`src/rtl/alu_arbiter.sv`:
```
// Two-requester round-robin front end for a shared combinational ALU.
// One operation in flight: accept in IDLE, drive the ALU in EXEC, hold the result in RESP.
module alu_arbiter #(
    parameter int XLEN = 32
) (
    input  logic            clk,
    input  logic            rst_n,
    input  logic            req0_valid,
    output logic            req0_ready,
    input  logic [2:0]      req0_op,
    input  logic [XLEN-1:0] req0_a,
    input  logic [XLEN-1:0] req0_b,
    input  logic            req1_valid,
    output logic            req1_ready,
    input  logic [2:0]      req1_op,
    input  logic [XLEN-1:0] req1_a,
    input  logic [XLEN-1:0] req1_b,
    output logic            resp0_valid,
    input  logic            resp0_ready,
    output logic [XLEN-1:0] resp0_data,
    output logic            resp0_err,
    output logic            resp1_valid,
    input  logic            resp1_ready,
    output logic [XLEN-1:0] resp1_data,
    output logic            resp1_err,
    output logic [2:0]      alu_op,
    output logic [XLEN-1:0] alu_a,
    output logic [XLEN-1:0] alu_b,
    input  logic [XLEN-1:0] alu_out
);

    typedef enum logic [1:0] {IDLE, EXEC, RESP} state_e;

    state_e          state_q, state_d;
    logic            last_q, last_d;
    logic            owner_q, owner_d;
    logic [2:0]      alu_op_q, alu_op_d;
    logic [XLEN-1:0] alu_a_q, alu_a_d;
    logic [XLEN-1:0] alu_b_q, alu_b_d;
    logic [XLEN-1:0] data_q, data_d;
    logic            err_q, err_d;
    logic [1:0]      resp_valid_q, resp_valid_d;
    logic            idle;
    logic            unsupported;
    logic            owner_ready;

    // last_q names the requester granted last; a tie goes to the other one.
    assign idle        = (state_q == IDLE) && rst_n;
    assign req0_ready  = idle && req0_valid && (!req1_valid || last_q);
    assign req1_ready  = idle && req1_valid && (!req0_valid || !last_q);
    assign unsupported = alu_op_q inside {3'b011, 3'b100, 3'b101};
    assign owner_ready = owner_q ? resp1_ready : resp0_ready;

    always_comb begin
        state_d      = state_q;
        last_d       = last_q;
        owner_d      = owner_q;
        alu_op_d     = alu_op_q;
        alu_a_d      = alu_a_q;
        alu_b_d      = alu_b_q;
        data_d       = data_q;
        err_d        = err_q;
        resp_valid_d = resp_valid_q;
        case (state_q)
            IDLE: begin
                if (req0_ready || req1_ready) begin
                    owner_d  = req1_ready;
                    last_d   = req1_ready;
                    alu_op_d = req1_ready ? req1_op : req0_op;
                    alu_a_d  = req1_ready ? req1_a  : req0_a;
                    alu_b_d  = req1_ready ? req1_b  : req0_b;
                    state_d  = EXEC;
                end
            end
            EXEC: begin
                data_d       = unsupported ? '0 : alu_out;
                err_d        = unsupported;
                alu_op_d     = '0;
                alu_a_d      = '0;
                alu_b_d      = '0;
                resp_valid_d = owner_q ? 2'b10 : 2'b01;
                state_d      = RESP;
            end
            RESP: begin
                if (owner_ready) begin
                    resp_valid_d = '0;
                    state_d      = IDLE;
                end
            end
            default: begin
                state_d      = IDLE;
                resp_valid_d = '0;
                alu_op_d     = '0;
                alu_a_d      = '0;
                alu_b_d      = '0;
            end
        endcase
    end

    always_ff @(posedge clk or negedge rst_n) begin
        if (!rst_n) begin
            state_q      <= IDLE;
            last_q       <= 1'b1;
            owner_q      <= 1'b0;
            alu_op_q     <= '0;
            alu_a_q      <= '0;
            alu_b_q      <= '0;
            data_q       <= '0;
            err_q        <= 1'b0;
            resp_valid_q <= '0;
        end else begin
            state_q      <= state_d;
            last_q       <= last_d;
            owner_q      <= owner_d;
            alu_op_q     <= alu_op_d;
            alu_a_q      <= alu_a_d;
            alu_b_q      <= alu_b_d;
            data_q       <= data_d;
            err_q        <= err_d;
            resp_valid_q <= resp_valid_d;
        end
    end

    assign alu_op      = alu_op_q;
    assign alu_a       = alu_a_q;
    assign alu_b       = alu_b_q;
    assign resp0_valid = resp_valid_q[0];
    assign resp1_valid = resp_valid_q[1];
    assign resp0_data  = data_q;
    assign resp1_data  = data_q;
    assign resp0_err   = err_q;
    assign resp1_err   = err_q;

endmodule

```
`config.mk`:
```
export PLATFORM = sky130hd
export DESIGN_NAME = alu_arbiter
export DESIGN_NICKNAME = d
export VERILOG_FILES = /design/src/rtl/alu_arbiter.sv
export SDC_FILE = /design/constraint.sdc
export NUM_CORES = 1
export LEC_CHECK = 0
export ABC_AREA = 1
export CAP_MARGIN = 20
export CORE_MARGIN = 1
export CORE_UTILIZATION = 35
export DETAILED_ROUTE_END_ITERATION = 10
export PLACE_DENSITY = 0.77
export SETUP_SLACK_MARGIN = 0.1
export SLEW_MARGIN = 20
export SYNTH_ARGS = -nofsm -noshare
export SYNTH_HDL_FRONTEND = slang
export SYNTH_SLANG_ARGS = --single-unit
```
`constraint.sdc`:
```
create_clock -name clk -period 1.6 [get_ports clk]
set_input_delay 0.32 -clock clk [delete_from_list [all_inputs] [get_ports clk]]
set_output_delay 0.32 -clock clk [all_outputs]
set_load 0.005 [all_outputs]
```
==> results of run 1 <==
per-stage QoR:
step	hold WS, ns	utilization, %	total power, W
finish	0.0944	61.7	0.0139
global placement	0.475	56.8	0.0115
floorplan	0.0244	-	0.00766
detailed placement	0.479	56.8	0.0116
global route	0.136	61.7	0.0149
CTS	0.120	61.1	0.0138
sequential cells by signal, indices dropped and copies added (netlist names):
| signal | cells |
|---|---|
| alu_a | 32 |
| resp_valid_q | 2 |
| alu_op | 3 |
| resp0_data | 32 |
| owner_q | 1 |
| resp0_err | 1 |
| state_q | 2 |
| alu_b | 32 |
| last_q | 1 |
placed cells by master (no fill, tap or decap), drive strengths merged, types with 8 or more instances in the layout:
cell / instances
dfrtp: 105
clkdlybuf4s50: 170
buf: 72
nor2: 8
o21ai: 26
inv: 49
clkbuf: 9
dlygate4sd2: 129
nand2: 443
nand3: 67
logic make-up (layout without fill, tap and decap cells):
family                 count (synthesis)  count (layout)  synth area share (%)
AO/OA/AOI/OAI                         26              26                  2.35
buffers and inverters                126             441                  11.8
flip-flops                           106             106                  48.0
multiplexers                           1               1                 0.181
AND/OR/NAND/NOR                      519             519                  37.7
cell type report:
class,count,share of cell area [%]
Tap cell,211,2.79
Clock buffer,9,2.38
Sequential cell,106,28.1
Multi-Input combinational cell,546,25.5
Inverter,48,1.99
Timing Repair Buffer,377,38.7
Clock inverter,7,0.569
worst max-delay path by stage:
stage / from / endpoint / slack (ns)
final: last_q / alu_a[25] / -0.005
after global placement: req0_valid / req1_ready / -0.34
after global routing: last_q / alu_b[4] / -0.08
after detailed placement: req0_valid / alu_b[13] / -0.35
after CTS: last_q / req0_ready / -0.02
after floorplan: state_q[1] / alu_b[16] / 0.15
routing by layer:
| metal | wire (um) | up-vias | GRT usage (%) |
|---|---|---|---|
| li1 | - | 2950 | - |
| met1 | 7900 | 2743 | 28.3 |
| met2 | 9580 | 238 | 42.8 |
| met3 | 1500 | 25 | 6.39 |
| met4 | 379 | 0 | 7.75 |
| met5 | 0 | - | 0 |
power by group through the flow:
| stage | logic, W | clock network (W) | registers, W |
|---|---|---|---|
| after floorplan | 0.00311 | 0 | 0.00455 |
| after detailed placement | 0.00705 | 0 | 0.00457 |
| final | 0.00738 | 0.00209 | 0.00440 |
| after global placement | 0.00695 | 0 | 0.00456 |
| after CTS | 0.00727 | 0.00217 | 0.00439 |
| after global routing | 0.00811 | 0.00228 | 0.00453 |
timing repair:
item / CTS / global route
pin swaps: 32 / 2
buffers inserted: 41 / 1
gates cloned: 3 / 0
setup endpoints to repair: 205 / 107
gates resized for setup: 202 / 31
==> key figures, run 1 <==
Yosys
  • Count of flip-flops with a built-in enable after synthesis: 0
  • Dominant cell type by area after synthesis: sky130_fd_sc_hd__dfrtp_1
  • Most used flip-flop cell after synthesis: sky130_fd_sc_hd__dfrtp_1
  • Synthesized cell area: 5530 sq um
  • Net count after synthesis: 950
  • Synthesis Warnings: 0
  • Number of library cell types mapped by synthesis: 18
  • Biggest area contributors in the synthesized netlist: sky130_fd_sc_hd__dfrtp_1, sky130_fd_sc_hd__nand2_1, sky130_fd_sc_hd__nand3_1
  • Leading cell type by number of instances after synthesis: sky130_fd_sc_hd__nand2_1
  • Post-synthesis sequential element count: 106
  • Portion of the post-synthesis area used by sequential elements: 48.0%
  • Average instance area after synthesis: 7.11 sq um
  • Post-synth top area share: 47.5%
  • Post-synthesis cell count: 778
  • Share of flip-flops with an asynchronous set or reset after synthesis: 100%
  • Synth cell count leaders: sky130_fd_sc_hd__nand2_1, sky130_fd_sc_hd__dfrtp_1, sky130_fd_sc_hd__nand3_1, sky130_fd_sc_hd__buf_4, sky130_fd_sc_hd__inv_1

Worst setup path
  • Data required time at the worst endpoint: 1.84 ns
  • Data arrival time of the worst path: 1.85 ns
  • Cells on worst reg2reg path: 10
  • FF-to-FF Start: last_q
  • Critical path, cell by cell: nand2_2 -> nand2_4 -> nor2_8 -> buf_6 -> nor2_4 -> buf_6 -> inv_6 -> buf_12 -> nand2_2 -> nand2_2
  • Kind of launch point of the worst setup path: flip-flop
  • Startpoint-to-endpoint class of the critical path: reg2reg
  • FF-to-FF End: alu_a[25]
  • Cell with the largest stage delay on the worst path: sky130_fd_sc_hd__dfstp_2
  • Worst path depth: 10
  • Highest fanout seen on the critical path: 22
  • Type of element capturing the critical path: flip-flop
  • Worst path bufs/invs: 4
  • Kind of cell adding the most delay to the critical path: flip-flops
  • Worst stage delay on the critical path: 0.54 ns
  • FF-to-FF setup slack: -0.005 ns
  • Cell repeated most along the worst path: sky130_fd_sc_hd__nand2_2

Clock network
  • Hold-fix buffers, CTS: 0
  • Clock latency reported for the late side of the worst-skew pair: 0.35 ns
  • Clock slew at the register clock pins of the worst setup and hold paths: 0.07 ns
  • Cts bufs inserted: 9
  • Root buf cell: sky130_fd_sc_hd__clkbuf_16
  • Maximum number of buffers from clock root to sink: 2
  • Number of levels the H-tree was split into: 3
  • # clock sinks: 106
  • CTS tree: done

Route
  • Number of detailed-routing iterations run before antenna repair: 7
  • Wire per inst: 14.8 um
  • Final ANT Viol Nets: 0
  • Number of DRC markers after the initial detailed-route iteration: 270
  • Via-per-instance ratio: 4.57
  • Final wirelength: 19,400 um
  • Vias after detailed routing: 5,956
  • Residual DRC: 0

Cells and area
  • Proportion of layout cells with a drive suffix above 1: 14.4%
  • Area used by multi-input combinational logic: 2410 sq um
  • Antenna cell count: 0
  • Final layout net count: 1,260
  • Post-Layout Cell Count: 1,304
  • Combined flip-flop and latch cell area: 2660 sq um
  • Final instance area: 9450 sq um
  • # fillers: 1,384
  • Area Overhead vs Synth: 70.8%

Timing
  • Number of hold-slack violations in the final timing report: 0
  • Setup repair after global routing missed its margin: yes
  • Finish-stage setup viols: 3
  • Final total negative setup slack: -0.00505 ns
  • Worst Setup Slack, final: -0.00495 ns
  • Upper clock frequency limit: 623 MHz
  • Number of pins exceeding their max-slew limit in the final report: 0
  • Relative slew slack: 61.7%
  • Post-layout minimum cycle time: 1.60 ns
  • Pin slew with the least headroom to its limit: 0.574 ns
  • Share of the clock period used by the worst path: 100%
  • Setup skew after layout: 0.00789 ns

Floorplan
  • Top-level port count: 309
  • Rows: 45
  • Die area: 16,300 sq um
  • Effective utilization at floorplan: 36.1%
  • Area of the core: 15,300 sq um
  • Y dimension of the die: 128 um
  • Floorplan die width: 128 um

GRT
  • Initial antenna violation count: 0
  • Total grt overflow: 0
  • Largest net degree at the start of global routing: 107
  • Number of global-route vias before repair: 5,718
  • Global-route wire length before repair: 30,200 um
  • Total GRT Usage: 24.1%

Power
  • Highest ir drop seen on vdd: 0.626 mV
  • Portion of total power attributed to sequential cells: 31.7%
  • Combinational cell fraction of total power: 53.2%
  • Switching power share of the total: 38.1%
  • Net Switching: 0.00529 W
  • Cell-internal power: 0.00858 W
  • Total leakage power: 5.26 nW
  • Power density of the placed cells: 1470 nW/um^2
  • Clock network power share: 15.0%

Run
  • Reported max-cap violation count: 0

Place
  • Count of input and output buffers: 308
  • Estimated wirelength of the detail-placed design: 13,200 um
  • Cell total after placement: 1,243
  • Placed instance area: 8700 sq um
  • Final estimated routing congestion in global placement: 0.778
  • Place WS: -0.355 ns

Hold path
  • Kind of path behind the tightest hold check: in2async

Outcome
  • Violations in the final reports: setup timing
  • Outcome: finished with violations
(Power assumes the default switching activity.)
==> run 2, diff against run 1 <==
- CELL_PAD_IN_SITES_DETAIL_PLACEMENT: default -> 1
- CELL_PAD_IN_SITES_GLOBAL_PLACEMENT: default -> 2
- CORE_UTILIZATION: 35 -> 18
- PLACE_DENSITY: 0.77 -> default
- PLACE_DENSITY_LB_ADDON: default -> 0.1
==> run 2 against run 1 <==
The flow still finishes with violations (setup timing); final area grew 9.9%; first-iteration DRC count shrank 21%; global-route usage down 8.8 points; sequential share of layout area fell by 2.5 points; non-clock buffer count rose by 40; via count up 1.8%; clock power rose by 18%; critical path type unchanged.
==> key figures, run 2 (synthesis gave the netlist of run 1 again) <==
GRT
  • Initial antenna violation count: 0 (unchanged)
  • Total GRT Usage: 15.4% (was 24.1%)
  • Global routing usage on met2: 25.4% (was 42.8%)
  • GR met1 Demand/Resource: 20.0% (was 28.3%)
  • Global-route wire length before repair: 36,900 um (was 30,200 um)
  • Number of global-route vias before repair: 6,234 (was 5,718)
  • Largest net degree at the start of global routing: 107 (unchanged)
  • Global routing met3 resource utilization: 3.81% (was 6.39%)
  • Peak-usage layer in the global routing report: met2 (unchanged)
  • Total grt overflow: 0 (unchanged)

Route
  • Wire per inst: 16.2 um (was 14.8 um)
  • Number of DRC markers after the initial detailed-route iteration: 213 (was 270)
  • Final ANT Viol Nets: 0 (unchanged)
  • Residual DRC: 0 (unchanged)
  • Vias after detailed routing: 6,066 (was 5,956)
  • Via-per-instance ratio: 3.99 (was 4.57)
  • Final wirelength: 24,700 um (was 19,400 um)
  • Number of detailed-routing iterations run before antenna repair: 6 (was 7)

Worst setup path
  • FF-to-FF Start: last_q (unchanged)
  • Data arrival time of the worst path: 1.88 ns (was 1.85 ns)
  • FF-to-FF setup slack: -0.04 ns (was -0.005 ns)
  • Endpoint of the worst setup timing path: alu_op[1] (was alu_a[25])
  • Type of element capturing the critical path: flip-flop (unchanged)
  • Origin of the worst setup path: last_q (unchanged)
  • Cells on worst reg2reg path: 10 (unchanged)
  • Kind of launch point of the worst setup path: flip-flop (unchanged)
  • FF-to-FF End: alu_op[1] (was alu_a[25])
  • Startpoint-to-endpoint class of the critical path: reg2reg (unchanged)
  • Highest fanout seen on the critical path: 8 (was 22)
  • Data required time at the worst endpoint: 1.84 ns (about the same)

Clock network
  • CTS tree: done (unchanged)
  • Maximum number of buffers from clock root to sink: 2 (unchanged)
  • Clock slew at the register clock pins of the worst setup and hold paths: 0.08 ns (was 0.07 ns)
  • Clock latency reported for the late side of the worst-skew pair: 0.36 ns (was 0.35 ns)
  • # clock sinks: 106 (unchanged)
  • Hold-fix buffers, CTS: 0 (unchanged)
  • Cts bufs inserted: 9 (unchanged)
  • Number of levels the H-tree was split into: 3 (unchanged)
  • Root buf cell: sky130_fd_sc_hd__clkbuf_16 (unchanged)

Cells and area
  • Fraction of the core area covered by cells at the end of the flow: 34.7% (was 61.7%)
  • Combined flip-flop and latch cell area: 2660 sq um (unchanged)
  • Area used by multi-input combinational logic: 2510 sq um (was 2410 sq um)
  • Final layout net count: 1,300 (was 1,260)
  • Antenna cell count: 0 (unchanged)
  • Commonest cells after routing, fill and taps aside: sky130_fd_sc_hd__nand2_1, sky130_fd_sc_hd__clkdlybuf4s50_1, sky130_fd_sc_hd__dlygate4sd2_1 (unchanged)
  • Commonest non-fill, non-tap cell in the layout: sky130_fd_sc_hd__nand2_1 (unchanged)
  • Post-Layout Cell Count: 1,522 (was 1,304)
  • Proportion of layout cells with a drive suffix above 1: 19.1% (was 14.4%)
  • Final instance area: 10,400 sq um (was 9450 sq um)
  • # fillers: 3,580 (was 1,384)
  • Area Overhead vs Synth: 87.7% (was 70.8%)

Place
  • Cell total after placement: 1,428 (was 1,243)
  • Placed instance area: 8950 sq um (was 8700 sq um)
  • Final estimated routing congestion in global placement: 0.699 (was 0.778)
  • Count of input and output buffers: 308 (unchanged)
  • Estimated wirelength of the detail-placed design: 16,600 um (was 13,200 um)

Floorplan
  • Die area: 31,400 sq um (was 16,300 sq um)
  • Floorplan die width: 177 um (was 128 um)
  • Area of the core: 30,000 sq um (was 15,300 sq um)
  • Y dimension of the die: 177 um (was 128 um)
  • Effective utilization at floorplan: 18.5% (was 36.1%)
  • Top-level port count: 309 (unchanged)
  • Rows: 63 (was 45)

Timing
  • Pin slew with the least headroom to its limit: 0.654 ns (was 0.574 ns)
  • Finish-stage setup viols: 56 (was 3)
  • Number of hold-slack violations in the final timing report: 0 (unchanged)
  • Number of pins exceeding their max-slew limit in the final report: 0 (unchanged)
  • Upper clock frequency limit: 610 MHz (was 623 MHz)
  • Share of the clock period used by the worst path: 102% (was 100%)
  • Worst Setup Slack, final: -0.0388 ns (was -0.00495 ns)
  • Setup repair after global routing missed its margin: yes (unchanged)
  • Post-layout minimum cycle time: 1.64 ns (was 1.60 ns)
  • Final total negative setup slack: -0.814 ns (was -0.00505 ns)
  • Setup skew after layout: 0.0141 ns (was 0.00789 ns)
  • Relative slew slack: 56.4% (was 61.7%)

Power
  • Pwr Total: 0.0155 W (was 0.0139 W)
  • Highest ir drop seen on vdd: 0.645 mV (was 0.626 mV)
  • Total leakage power: 5.65 nW (was 5.26 nW)
  • Power density of the placed cells: 1490 nW/um^2 (was 1470 nW/um^2)

Outcome
  • Violations in the final reports: setup timing (unchanged)
  • Outcome: finished with violations (unchanged)

Run
  • Reported max-cap violation count: 0 (unchanged)

Hold path
  • Kind of path behind the tightest hold check: in2async (unchanged)
[run 2: stage by stage]
| step | setup slack (ns) | hold slack (ns) |
|---|---|---|
| after global placement | -0.391 | 0.479 |
| after CTS | -0.0558 | 0.128 |
| final | -0.0388 | 0.0765 |
| after floorplan | 0.151 | 0.0244 |
| after detailed placement | -0.445 | 0.488 |
| after global routing | -0.118 | 0.118 |
[run 2: how the worst min path moves through the flow]
stage	slack, ns	end	startpoint	cells after the start
after floorplan	0.02	alu_a[0]	rst_n	0
after global placement	0.48	resp_valid_q[0]	resp_valid_q[0]	2
after CTS	0.13	resp0_data[25]	rst_n	2
after detailed placement	0.49	resp0_data[7]	resp0_data[7]	2
after global routing	0.12	resp0_data[26]	rst_n	2
final	0.08	resp0_data[30]	rst_n	2
[run 2: cell type report]
class	instances	share of cell area [%]
repair buffers	417	40.7
multi-input cells	546	24.2
clock buffers	11	2.24
flip-flops and latches	106	25.6
clock inverters	4	0.735
inverters	48	1.86
well taps	390	4.70
[run 2: power by group]
group          internal, W  switching [W]  total (W)
sequential         0.00378       0.000643    0.00443
combinational      0.00457        0.00400    0.00856
clock              0.00137        0.00109    0.00246
[run 2: timing repair]
action | in CTS | in global routing
gates cloned | 7 | 6
endpoints found under the setup margin | 205 | 79
gates resized for setup | 216 | 65
buffers inserted | 56 | 10
pin swaps | 48 | 21
[run 2: critical path, stage by stage, from the launching register on]
cell,delay [ns]
sky130_fd_sc_hd__dfstp_2,0.54
sky130_fd_sc_hd__nand2_2,0.06
sky130_fd_sc_hd__nand2_4,0.09
sky130_fd_sc_hd__nor2_8,0.05
sky130_fd_sc_hd__buf_12,0.13
sky130_fd_sc_hd__nor2_4,0.16
sky130_fd_sc_hd__buf_6,0.15
sky130_fd_sc_hd__inv_12,0.06
sky130_fd_sc_hd__clkbuf_16,0.15
sky130_fd_sc_hd__nand2_1,0.07
sky130_fd_sc_hd__nand2_1,0.05
[run 2: layer usage]
layer	part of all wire, %	vias up
met3	6.5	11
met2	48	180
met5	0	-
li1	-	3026
met1	45	2849
met4	0.94	0
==> RTL edit 1: new RTL, settings of run 2 <==
`data_q` no longer has a reset.
--- a/src/rtl/alu_arbiter.sv
+++ b/src/rtl/alu_arbiter.sv
@@ -107,3 +107,2 @@
             alu_b_q      <= '0;
-            data_q       <= '0;
             err_q        <= 1'b0;
@@ -117,3 +116,2 @@
             alu_b_q      <= alu_b_d;
-            data_q       <= data_d;
             err_q        <= err_d;
@@ -121,2 +119,6 @@
         end
+    end
+
+    always_ff @(posedge clk) begin
+        data_q <= data_d;
     end
Check against the original RTL: differs if rst_n is asserted again (counterexample within 4 cycles, from zero or initial values and one cycle with rst_n low); with rst_n held inactive, the same outputs for 4 cycles.
==> RTL edit 1 against run 2 <==
Hold slack worse by 0.030 ns; the run still ends with negative setup slack left; sequential power is 2% higher; largest cell class unchanged; area after synthesis grew 11%; setup slack worse by 0.080 ns; sequential cell count is the same; power fell by 1.1%; non-clock buffer count down 45; routed wire length grew 10%; via count is 6.1% higher; design area rose by 2.3%.
==> RTL edit 1: results <==
export IMPL_ir_worst_vdd_uv=609
export IMPL_post_cts_setup_buffers=17
export IMPL_use_met3_pct=3.31
export IMPL_cp_slowest_cell="dfrtp_1"
export IMPL_instances_no_fill=1643
export IMPL_tns_ns=-6.07
export IMPL_reg2regPathDepth=11
export IMPL_final_setup_skew_ns=0.0108
export IMPL_synth_cell_types=19
export IMPL_fin_nets=1362
export IMPL_grt_first_pass_wirelength_um=41000
export IMPL_numCtsBuffers=9
export IMPL_yosysSeqAreaShare_pct=45.9
export IMPL_cp_slowest_stage_delay_ns=0.42
export IMPL_dr_pass1_iters=4
export IMPL_h_tree_depth=3
export IMPL_wl_met2_um=13200
export IMPL_finalSetupViolCount=69
export IMPL_critPathTopFamily="buffers and inverters"
export IMPL_violations="negative setup slack"
export IMPL_drt_iter0_drc=230
export IMPL_avgViaCountPerCell=3.92
export IMPL_use_met2_pct=26.3
export IMPL_nFillCells=4072
export IMPL_met1Wirelength_um=12400
export IMPL_cts_root_buf="clkbuf_16"
export IMPL_place_gp_congestion=0.738
export IMPL_dr_wl_met3_um=1410
export IMPL_p_int_w=0.00900
export IMPL_rr_endpoint="alu_b[6]$_DFFE_PN0P_"
export IMPL_p_sw_w=0.00629
export IMPL_placed_area_um2=9670
export IMPL_hold_slack_ns=0.0466
export IMPL_track_usage_pct=15.3
export IMPL_dp_cells=1595
export IMPL_netlist_top_cells_area="dfrtp_1, nand2_1, edfxtp_1, inv_1, nand3_1"
export IMPL_use_met1_pct=19.9
export IMPL_fin_ws_ns=-0.119
export IMPL_post_cts_resized=191
export IMPL_status="finished, violations left"
export IMPL_drive_gt1_share_pct=11.6
export IMPL_r2r_start="state_q[0]$_DFFE_PN0P_"
export IMPL_grt_pass1_vias=6709
export IMPL_synthTopCellsByCount="nand2_1, inv_1, dfrtp_1"
export IMPL_grt_max_degree=47
export IMPL_dp_slack_ns=-0.414
export IMPL_max_slew_margin_pct=62.0
export IMPL_dp_hpwl_um=18500
export IMPL_async_flop_share_pct=69.8
export IMPL_synth_edf_count=32
export IMPL_combinationalPower_w=0.00833
export IMPL_crit_type="flop to flop"
export IMPL_avgSynthCellArea_um2=6.87
export IMPL_worstPathMaxFanout=6
export IMPL_wire_per_inst_um=16.6
export IMPL_synthesis_nets=1064
export IMPL_power_leakage_nw=5.64
RTL edit 1: cell types whose count changed after synthesis, sizes merged:
| cell | before | now |
|---|---|---|
| inv | 48 | 172 |
| nand2 | 443 | 349 |
| o21ai | 26 | 73 |
| dfrtp | 105 | 73 |
| edfxtp | 0 | 32 |
| nor2 | 8 | 37 |
| clkbuf | 16 | 31 |
| buf | 62 | 54 |
| clkinv | 0 | 1 |
| mux2i | 1 | 0 |
| nand3 | 67 | 68 |
RTL edit 1: final cells by class:
type | count | area, um2 | area share, %
tap | 448 | 561 | 5.28
timing repair buffer | 372 | 3830 | 36.1
clock inverter | 7 | 91.3 | 0.860
sequential | 106 | 2810 | 26.5
clock buffer | 9 | 225 | 2.12
multi-input combinational | 528 | 2440 | 23.0
inverter | 173 | 654 | 6.16
RTL edit 1: cells by family after synthesis:
logic type	count (synthesis)	synth area share, %
flip-flops	106	45.9
buffers and inverters	258	18.5
AND/OR/NAND/NOR	455	29.6
AO/OA/AOI/OAI	73	5.96
==> RTL edit 2: new RTL, flow settings as in run 2 <==
Made on the original files. The parameter `XLEN` goes from 32 to 24.
--- a/src/rtl/alu_arbiter.sv
+++ b/src/rtl/alu_arbiter.sv
@@ -3,3 +3,3 @@
 module alu_arbiter #(
-    parameter int XLEN = 32
+    parameter int XLEN = 24
 ) (
Interface: changed (9 resized); port bits go from 309 to 237. The function was not compared with the original's and may differ.
==> RTL edit 2 against run 2 <==
Utilization hardly changed; first-iteration DRC count is 19% lower; sequential share of layout area is 0.44 points lower; setup slack worse by 0.011 ns; area after synthesis is 22% lower; power is 22% lower; sequential cell count is 24 lower; design area is 21% lower; routed wire length is 22% lower; the run still ends with negative setup slack left; die area is 22% lower; global-route usage is 0.30 points higher; largest cell class unchanged.
==> RTL edit 2: results <==
export IMPL_port_buffers=236
export IMPL_violations="negative setup slack"
export IMPL_grt_first_pass_wirelength_um=29300
export IMPL_wire_per_inst_um=15.9
export IMPL_power_leakage_nw=4.43
export IMPL_finalSetupViolCount=38
export IMPL_antenna_found_initial=2
export IMPL_r2r_start="last_q$_DFFE_PN1P_"
export IMPL_avgViaCountPerCell=4.10
export IMPL_drive_gt1_share_pct=18.7
export IMPL_synth_cell_types=17
export IMPL_dr_pass1_iters=4
export IMPL_final_setup_skew_ns=0.00897
export IMPL_hold_slack_ns=0.0553
export IMPL_netlist_top_cells_area="dfrtp_1, nand2_1, nand3_1, buf_4, inv_1"
export IMPL_fin_ws_ns=-0.0498
export IMPL_ir_worst_vdd_uv=489
export IMPL_synthesis_nets=746
export IMPL_nFillCells=2826
export IMPL_track_usage_pct=15.7
export IMPL_crit_type="flop to flop"
export IMPL_synth_top_area_share_pct=46.9
export IMPL_place_gp_congestion=0.744
export IMPL_grt_max_degree=54
export IMPL_grt_pass1_vias=5203
export IMPL_status="finished, violations left"
export IMPL_fin_nets=1015
export IMPL_clk_pin_slew_ns=0.07
export IMPL_synthTopCellsByCount="nand2_1, dfrtp_1, nand3_1"
export IMPL_tightest_slew_ns=0.643
export IMPL_yosysSeqAreaShare_pct=47.5
export IMPL_worstPathMaxFanout=6
export IMPL_critPathCapture="alu_a[7]$_DFFE_PN0P_"
export IMPL_tns_ns=-0.725
==> RTL edit 2: cell count changes after synthesis, sizes merged <==
cell    before  now
nand2      443  339
clkbuf      16   12
dfrtp      105   81
nand3       67   51
buf         62   46
==> RTL edit 2: cell type report <==
class / count / area [um2] / area share [%]
Antenna cell: 1 / 2.50 / 0.0306
Clock buffer: 12 / 246 / 3.02
Clock inverter: 4 / 28.8 / 0.352
Inverter: 48 / 208 / 2.54
Multi-Input combinational cell: 426 / 1970 / 24.1
Sequential cell: 82 / 2050 / 25.1
Tap cell: 319 / 399 / 4.88
Timing Repair Buffer: 316 / 3270 / 40.0
==> RTL edit 2: worst min path at each step <==
| stage | slack [ns] | to | start | depth (start not counted) |
|---|---|---|---|---|
| after global routing | 0.08 | alu_b[7]$_DFFE_PN0P_ | rst_n | 2 |
| after detailed placement | 0.45 | alu_b[7]$_DFFE_PN0P_ | rst_n | 2 |
| after CTS | 0.08 | alu_b[7]$_DFFE_PN0P_ | rst_n | 2 |
| after global placement | 0.44 | alu_b[7]$_DFFE_PN0P_ | rst_n | 2 |
| after floorplan | 0.02 | alu_a[0]$_DFFE_PN0P_ | rst_n | 0 |
| final | 0.06 | alu_b[7]$_DFFE_PN0P_ | rst_n | 2 |
==> RTL edit 2: critical path, delay by kind of cell (launching register included) <==
family        cells  cell delay, ns
buf+inv           4            0.54
flops             1            0.55
simple gates      6            0.43
==> RTL edit 2: repair_timing <==
action,CTS,global route
resized for setup,151,73
pin swaps,10,27
setup buffers,43,2
gates cloned,11,3
endpoints found under the setup margin,157,56
==> RTL edit 2: cells by family after synthesis <==
| group | after synthesis | share of synthesized area, % |
|---|---|---|
| AND/OR/NAND/NOR | 399 | 37.0 |
| buffers and inverters | 106 | 12.2 |
| flip-flops | 82 | 47.5 |
| AO/OA/AOI/OAI | 26 | 3.01 |
| multiplexers | 1 | 0.232 |
==> RTL edit 2: layer usage <==
| layer | routed length (um) | GRT usage, % | part of all wire [%] |
|---|---|---|---|
| met1 | 8610 | 19.8 | 45 |
| met2 | 9170 | 26.4 | 48 |
| met3 | 1230 | 4.24 | 6.4 |
| met4 | 193 | 3.64 | 1.0 |
| met5 | 23 | 0 | 0.12 |
==> RTL edit 2: per-stage QoR <==
| stage | std cells | worst slack (ns) | utilization, % | cell area (um2) |
|---|---|---|---|---|
| global placement | 1133 | -0.340 | 29.6 | 6970 |
| floorplan | 614 | 0.214 | - | 4320 |
| global route | 1207 | -0.128 | 34.7 | 8170 |
| finish | 1208 | -0.0498 | 34.7 | 8170 |
| CTS | 1203 | -0.0592 | 33.5 | 7890 |
| detailed placement | 1133 | -0.339 | 29.6 | 6970 |
==> RTL edit 2: where the power goes <==
part	internal [W]	switching, W
Combinational	0.00346	0.00315
Sequential	0.00294	0.000541
Clock	0.00110	0.000891
Total	0.00750	0.00458
